File: src/rtl/frame_pkg.sv
// Shared types and constants for the framed serial byte sequencer.
package frame_pkg;

  localparam int unsigned BYTE_W = 8;
  localparam logic [BYTE_W-1:0] SYNC_WORD_DEFAULT = 8'hA5;

  typedef enum logic {
    HUNT,
    CAPTURE
  } state_t;

endpackage

File: src/rtl/sync_detect.sv
// Sliding 8-bit sync window with a saturating fill count; flags a match only
// once a full window of fresh bits has been seen.
module sync_detect
  import frame_pkg::*;
#(
  parameter logic [BYTE_W-1:0] SYNC_WORD = SYNC_WORD_DEFAULT
) (
  input  logic clk,
  input  logic rst_n,
  input  logic in,
  input  logic shift_en,
  output logic match
);

  logic [BYTE_W-1:0] window;
  logic [BYTE_W-1:0] next_window;
  logic [3:0]        fill;

  assign next_window = {in, window[BYTE_W-1:1]};
  // fill >= 7 here means this edge delivers the 8th fresh bit
  assign match = shift_en && (fill >= 4'd7) && (next_window == SYNC_WORD);

  always_ff @(posedge clk or negedge rst_n) begin
    if (!rst_n) begin
      window <= '0;
      fill   <= '0;
    end else if (!shift_en) begin
      window <= '0;
      fill   <= '0;
    end else begin
      window <= next_window;
      if (fill != 4'd8) fill <= fill + 4'd1;
    end
  end

endmodule

File: src/rtl/frame_seq_ctrl.sv
// Serial frame sequencer: hunts for a sync word, then captures FRAME_BYTES
// LSB-first bytes and hands them out over a valid/ready register.
module frame_seq_ctrl
  import frame_pkg::*;
#(
  parameter logic [BYTE_W-1:0] SYNC_WORD   = SYNC_WORD_DEFAULT,
  parameter int unsigned       FRAME_BYTES = 4
) (
  input  logic              clk,
  input  logic              rst_n,
  input  logic              in,
  input  logic              enable,
  input  logic              clr_overrun,
  output logic [BYTE_W-1:0] byte_data,
  output logic              byte_valid,
  input  logic              byte_ready,
  output logic              frame_start,
  output logic              frame_done,
  output logic              frame_abort,
  output logic              overrun,
  output logic              busy
);

  localparam logic [7:0] LAST_BYTE = 8'(FRAME_BYTES - 1);

  state_t            state;
  logic [2:0]        bit_cnt;
  logic [7:0]        byte_cnt;
  logic [BYTE_W-1:0] shreg;
  logic              match;
  logic              byte_done;
  logic [BYTE_W-1:0] completed;

  sync_detect #(
    .SYNC_WORD (SYNC_WORD)
  ) u_sync (
    .clk      (clk),
    .rst_n    (rst_n),
    .in       (in),
    .shift_en ((state == HUNT) && enable),
    .match    (match)
  );

  assign byte_done = (state == CAPTURE) && enable && (bit_cnt == 3'd7);
  assign completed = {in, shreg[BYTE_W-2:0]};
  assign busy      = (state == CAPTURE);

  always_ff @(posedge clk or negedge rst_n) begin
    if (!rst_n) begin
      state       <= HUNT;
      bit_cnt     <= '0;
      byte_cnt    <= '0;
      shreg       <= '0;
      byte_data   <= '0;
      byte_valid  <= 1'b0;
      frame_start <= 1'b0;
      frame_done  <= 1'b0;
      frame_abort <= 1'b0;
      overrun     <= 1'b0;
    end else begin
      frame_start <= 1'b0;
      frame_done  <= 1'b0;
      frame_abort <= 1'b0;

      case (state)
        HUNT: begin
          if (match) begin
            state       <= CAPTURE;
            frame_start <= 1'b1;
            bit_cnt     <= '0;
            byte_cnt    <= '0;
          end
        end
        CAPTURE: begin
          if (!enable) begin
            state       <= HUNT;
            frame_abort <= 1'b1;
            bit_cnt     <= '0;
            byte_cnt    <= '0;
          end else begin
            shreg[bit_cnt] <= in;
            bit_cnt        <= bit_cnt + 3'd1;
            if (bit_cnt == 3'd7) begin
              byte_cnt <= byte_cnt + 8'd1;
              if (byte_cnt == LAST_BYTE) begin
                state      <= HUNT;
                frame_done <= 1'b1;
                byte_cnt   <= '0;
              end
            end
          end
        end
        default: state <= HUNT;
      endcase

      // A completing byte may replace an accepted one; it is dropped only
      // when the held byte is still unconsumed.
      if (byte_done) begin
        if (!byte_valid || byte_ready) begin
          byte_data  <= completed;
          byte_valid <= 1'b1;
        end
      end else if (byte_valid && byte_ready) begin
        byte_valid <= 1'b0;
      end

      if (byte_done && byte_valid && !byte_ready) overrun <= 1'b1;
      else if (clr_overrun)                       overrun <= 1'b0;
    end
  end

endmodule

File: config.mk
export PLATFORM = sky130hd
export DESIGN_NAME = frame_seq_ctrl
export DESIGN_NICKNAME = d
export VERILOG_FILES = /design/src/rtl/frame_pkg.sv /design/src/rtl/sync_detect.sv /design/src/rtl/frame_seq_ctrl.sv
export SDC_FILE = /design/constraint.sdc
export NUM_CORES = 1
export LEC_CHECK = 0
export ABC_AREA = 1
export CAP_MARGIN = 20
export CORE_MARGIN = 2
export CORE_UTILIZATION = 51
export CTS_CLUSTER_DIAMETER = 200
export CTS_CLUSTER_SIZE = 28
export DETAILED_ROUTE_END_ITERATION = 7
export PLACE_DENSITY = 0.78
export SYNTH_ARGS = -nofsm -noshare
export SYNTH_HDL_FRONTEND = slang
export SYNTH_SLANG_ARGS = --single-unit
File: constraint.sdc
create_clock -name clk -period 2.1 [get_ports clk]
set_clock_uncertainty 0.1 [all_clocks]
set_input_delay 0.21 -clock clk [delete_from_list [all_inputs] [get_ports clk]]
set_output_delay 0.21 -clock clk [all_outputs]
set_load 0.02 [all_outputs]
==> results.json <==
{
  "status": "finished, final reports clean",
  "max_stage_delay_ns": 0.64,
  "rr_worst_depth": 8,
  "grt_use_total_pct": 20.0,
  "p_sw_share_pct": 20.8,
  "route.detailed.drc": 0,
  "via_count": 1585,
  "yosysSeqAreaShare_pct": 53.3,
  "placed_cell_area_um2": 2260,
  "r2r-start": "u_sync.fill[0]",
  "power.net_switching_mw": 0.304,
  "finish.instance_area_um2": 2370,
  "crit_buf_inv": 1,
  "fmax_mhz": 597,
  "power-per-cell-area_nw_per_um2": 615,
  "num_antenna_cells": 0,
  "synth_ff_type": "dfrtp_1",
  "slowest_stage": "clkdlybuf4s50_1",
  "synth_area_leaders": "dfrtp_1 53%, nand2_1 12%, nor2_1 5.8%",
  "power_leakage_nw": 1.17,
  "hold_end": "byte_data[2]",
  "cts_buffers": 5,
  "syn_area_um2": 2020,
  "min_from": "byte_data[2]",
  "post_cts_resized": 0,
  "routed_wl_mm": 3.74,
  "synthTopCellsByCount": "63 x nand2_1, 43 x dfrtp_1, 31 x nor2_1",
  "ant_nets": 0,
  "htreeDepth": 2,
  "yosys_warnings": 0,
  "vdd_drop_max_uv": 448,
  "clock_sinks": 43,
  "netlist_instances": 236,
  "clk_latency_ns": 0.29,
  "slew_headroom_pct": 65.0,
  "syn_avg_cell_area_um2": 8.56,
  "cp.arrival_ns": 1.37,
  "synth_top_area_cell": "dfrtp_1",
  "fp.coreArea_um2": 3740,
  "grt_pass1_wl_mm": 6.71,
  "overflow": 0,
  "setup_viol": 0,
  "met1_usage_pct": 25.7,
  "initial_utilization_pct": 53.9,
  "holdCritPathClass": "register to register",
  "drv_cap": 0,
  "post-route-period-util_pct": 79.8,
  "gp_congestion": 0.816,
  "nNetsFinal": 274,
  "cts_setup_buffers": 0,
  "cpLargestDelayFamily": "buffers and inverters",
  "yosysMostFrequentCell": "nand2_1",
  "syn_nets": 247,
  "drt-vias-per-instance": 5.08,
  "yosys.area.top_type_share_pct": 53.3,
  "worst_pin_slew_ns": 0.526,
  "slew_viol_final": 0,
  "grtUsageMet2_pct": 32.1,
  "clock_path_buffers": 2,
  "die_w_um": 66.9,
  "numPortBuffers": 19,
  "synth_cell_types": 25,
  "clkTransAtPathRegs_ns": 0.07,
  "hold_buffers": 1,
  "clkPwrFrac_pct": 38.5,
  "p_seq_share_pct": 57.7,
  "first_pass_iters": 4,
  "io_pins": 20,
  "worstSetupEndpointType": "output pin",
  "drt_iter0_drc": 84,
  "synthToLayoutAreaGrowth_pct": 17.4,
  "synth_seq_cells": 43,
  "combPwrFrac_pct": 3.8,
  "cts_root_buf": "clkbuf_8",
  "crit_cells": 1,
  "reg2reg_slack_ns": 0.45,
  "tns_ns": 0,
  "grt_max_degree": 44,
  "worstSetupPathType": "register to output pin",
  "wire_per_inst_um": 12.0,
  "grtUsageMet3_pct": 6.93,
  "rows": 22,
  "synth-async-reset-ratio_pct": 100,
  "cts_tree": "built",
  "critPathMaxFanout": 3,
  "synth_edf_count": 0,
  "place_hpwl_mm": 2.66,
  "min_path_cells": 2,
  "die_area_um2": 4480,
  "layout_min_cycle_time_ns": 1.68,
  "cp.required_ns": 1.79,
  "busiest_layer": "met2",
  "cell_internal_pwr_mw": 1.15,
  "fp.dieH_um": 66.9,
  "cp_cell_sequence": "clkdlybuf4s50_1",
  "start_kind": "register",
  "hold_violations": 0,
  "grt_pass1_vias": 1547,
  "layout-drive-gt1-share_pct": 11.0,
  "worstReg2RegEnd": "byte_cnt[7]",
  "antenna_found_initial": 0,
  "rsz0062_at_grt": "no"
}
==> logic make-up (layout without fill, tap and decap cells) <==
kind of cell	Yosys count	after routing	synth area share (%)
compound gates	25	25	7.56
buf+inv	31	59	6.32
fa+ha+maj	5	5	3.10
xor+xnor	2	2	0.868
simple gates	130	130	28.9
flops	43	43	53.3
==> state kept, by name (all words and copies together), names as in the netlist <==
name / count
busy: 1
u_sync.window: 7
byte_cnt: 8
byte_valid: 1
shreg: 7
overrun: 1
byte_data: 8
u_sync.fill: 4
frame_start: 1
frame_done: 1
bit_cnt: 3
frame_abort: 1
==> worst register-to-register path: stages, from the launching register on <==
cell	delay, ns
dfrtp_1	0.43
ha_1	0.24
a21oi_1	0.26
nor2_4	0.06
nand2_4	0.10
nand2_2	0.09
nand2_2	0.16
nand2_1	0.07
nand2_1	0.07
==> final cells by class <==
class                      instances  area [um^2]
multi-input combinational        162          816
sequential                        43         1080
timing repair buffer              22          210
clock buffer                       8          100
tap                               48         60.1
fill                             357         1370
inverter                          29          109
==> layout by cell type, fill, tap and decap left out, drive strengths merged <==
| master | count |
|---|---|
| nand2 | 70 |
| dfrtp | 43 |
| nor2 | 36 |
| inv | 27 |
| nand3 | 22 |
| clkdlybuf4s50 | 18 |
| a21oi | 9 |
| clkbuf | 8 |
| a31oi | 6 |
| o21ai | 6 |
| ha | 5 |
| o21bai | 3 |
| buf | 3 |
| clkinv | 2 |
| nand4 | 2 |
| xnor2 | 1 |
| xor2 | 1 |
| o22ai | 1 |
| dlygate4sd3 | 1 |
==> through the flow <==
stage                     util [%]  std cells  total power, mW  worst slack, ns  hold WS, ns
after floorplan                  -        236            0.881            0.670       -0.186
final                         63.3        312             1.46            0.425        0.371
after CTS                     63.3        312             1.47            0.410        0.377
after detailed placement      60.4        303            0.914            0.297        0.215
after global placement        60.4        303            0.912            0.320        0.214
after global routing          63.3        312             1.51            0.299        0.386
==> worst max path at each step <==
stage                   startpoint           end
floorplan               bit_cnt[0]   byte_cnt[2]
global placement            enable  byte_data[7]
detailed placement          enable  byte_data[7]
CTS                           busy          busy
global route        u_sync.fill[0]   byte_cnt[7]
finish                        busy          busy
==> per-layer routing <==
metal | up-vias | share of wire (%)
met1 | 741 | 48
met2 | 35 | 47
li1 | 803 | -
met4 | 0 | 1.1
met3 | 6 | 4.5
met5 | - | 0
==> power groups by stage <==
stage | combinational (mW) | sequential [mW] | clock [mW]
6_report | 0.0551 | 0.842 | 0.562
2_1_floorplan | 0.0244 | 0.857 | 0
3_3_place_gp | 0.0541 | 0.858 | 0
3_5_place_dp | 0.0558 | 0.858 | 0
4_1_cts | 0.0571 | 0.842 | 0.571
5_1_grt | 0.0646 | 0.843 | 0.599
Power figures use the tool's default switching activity.
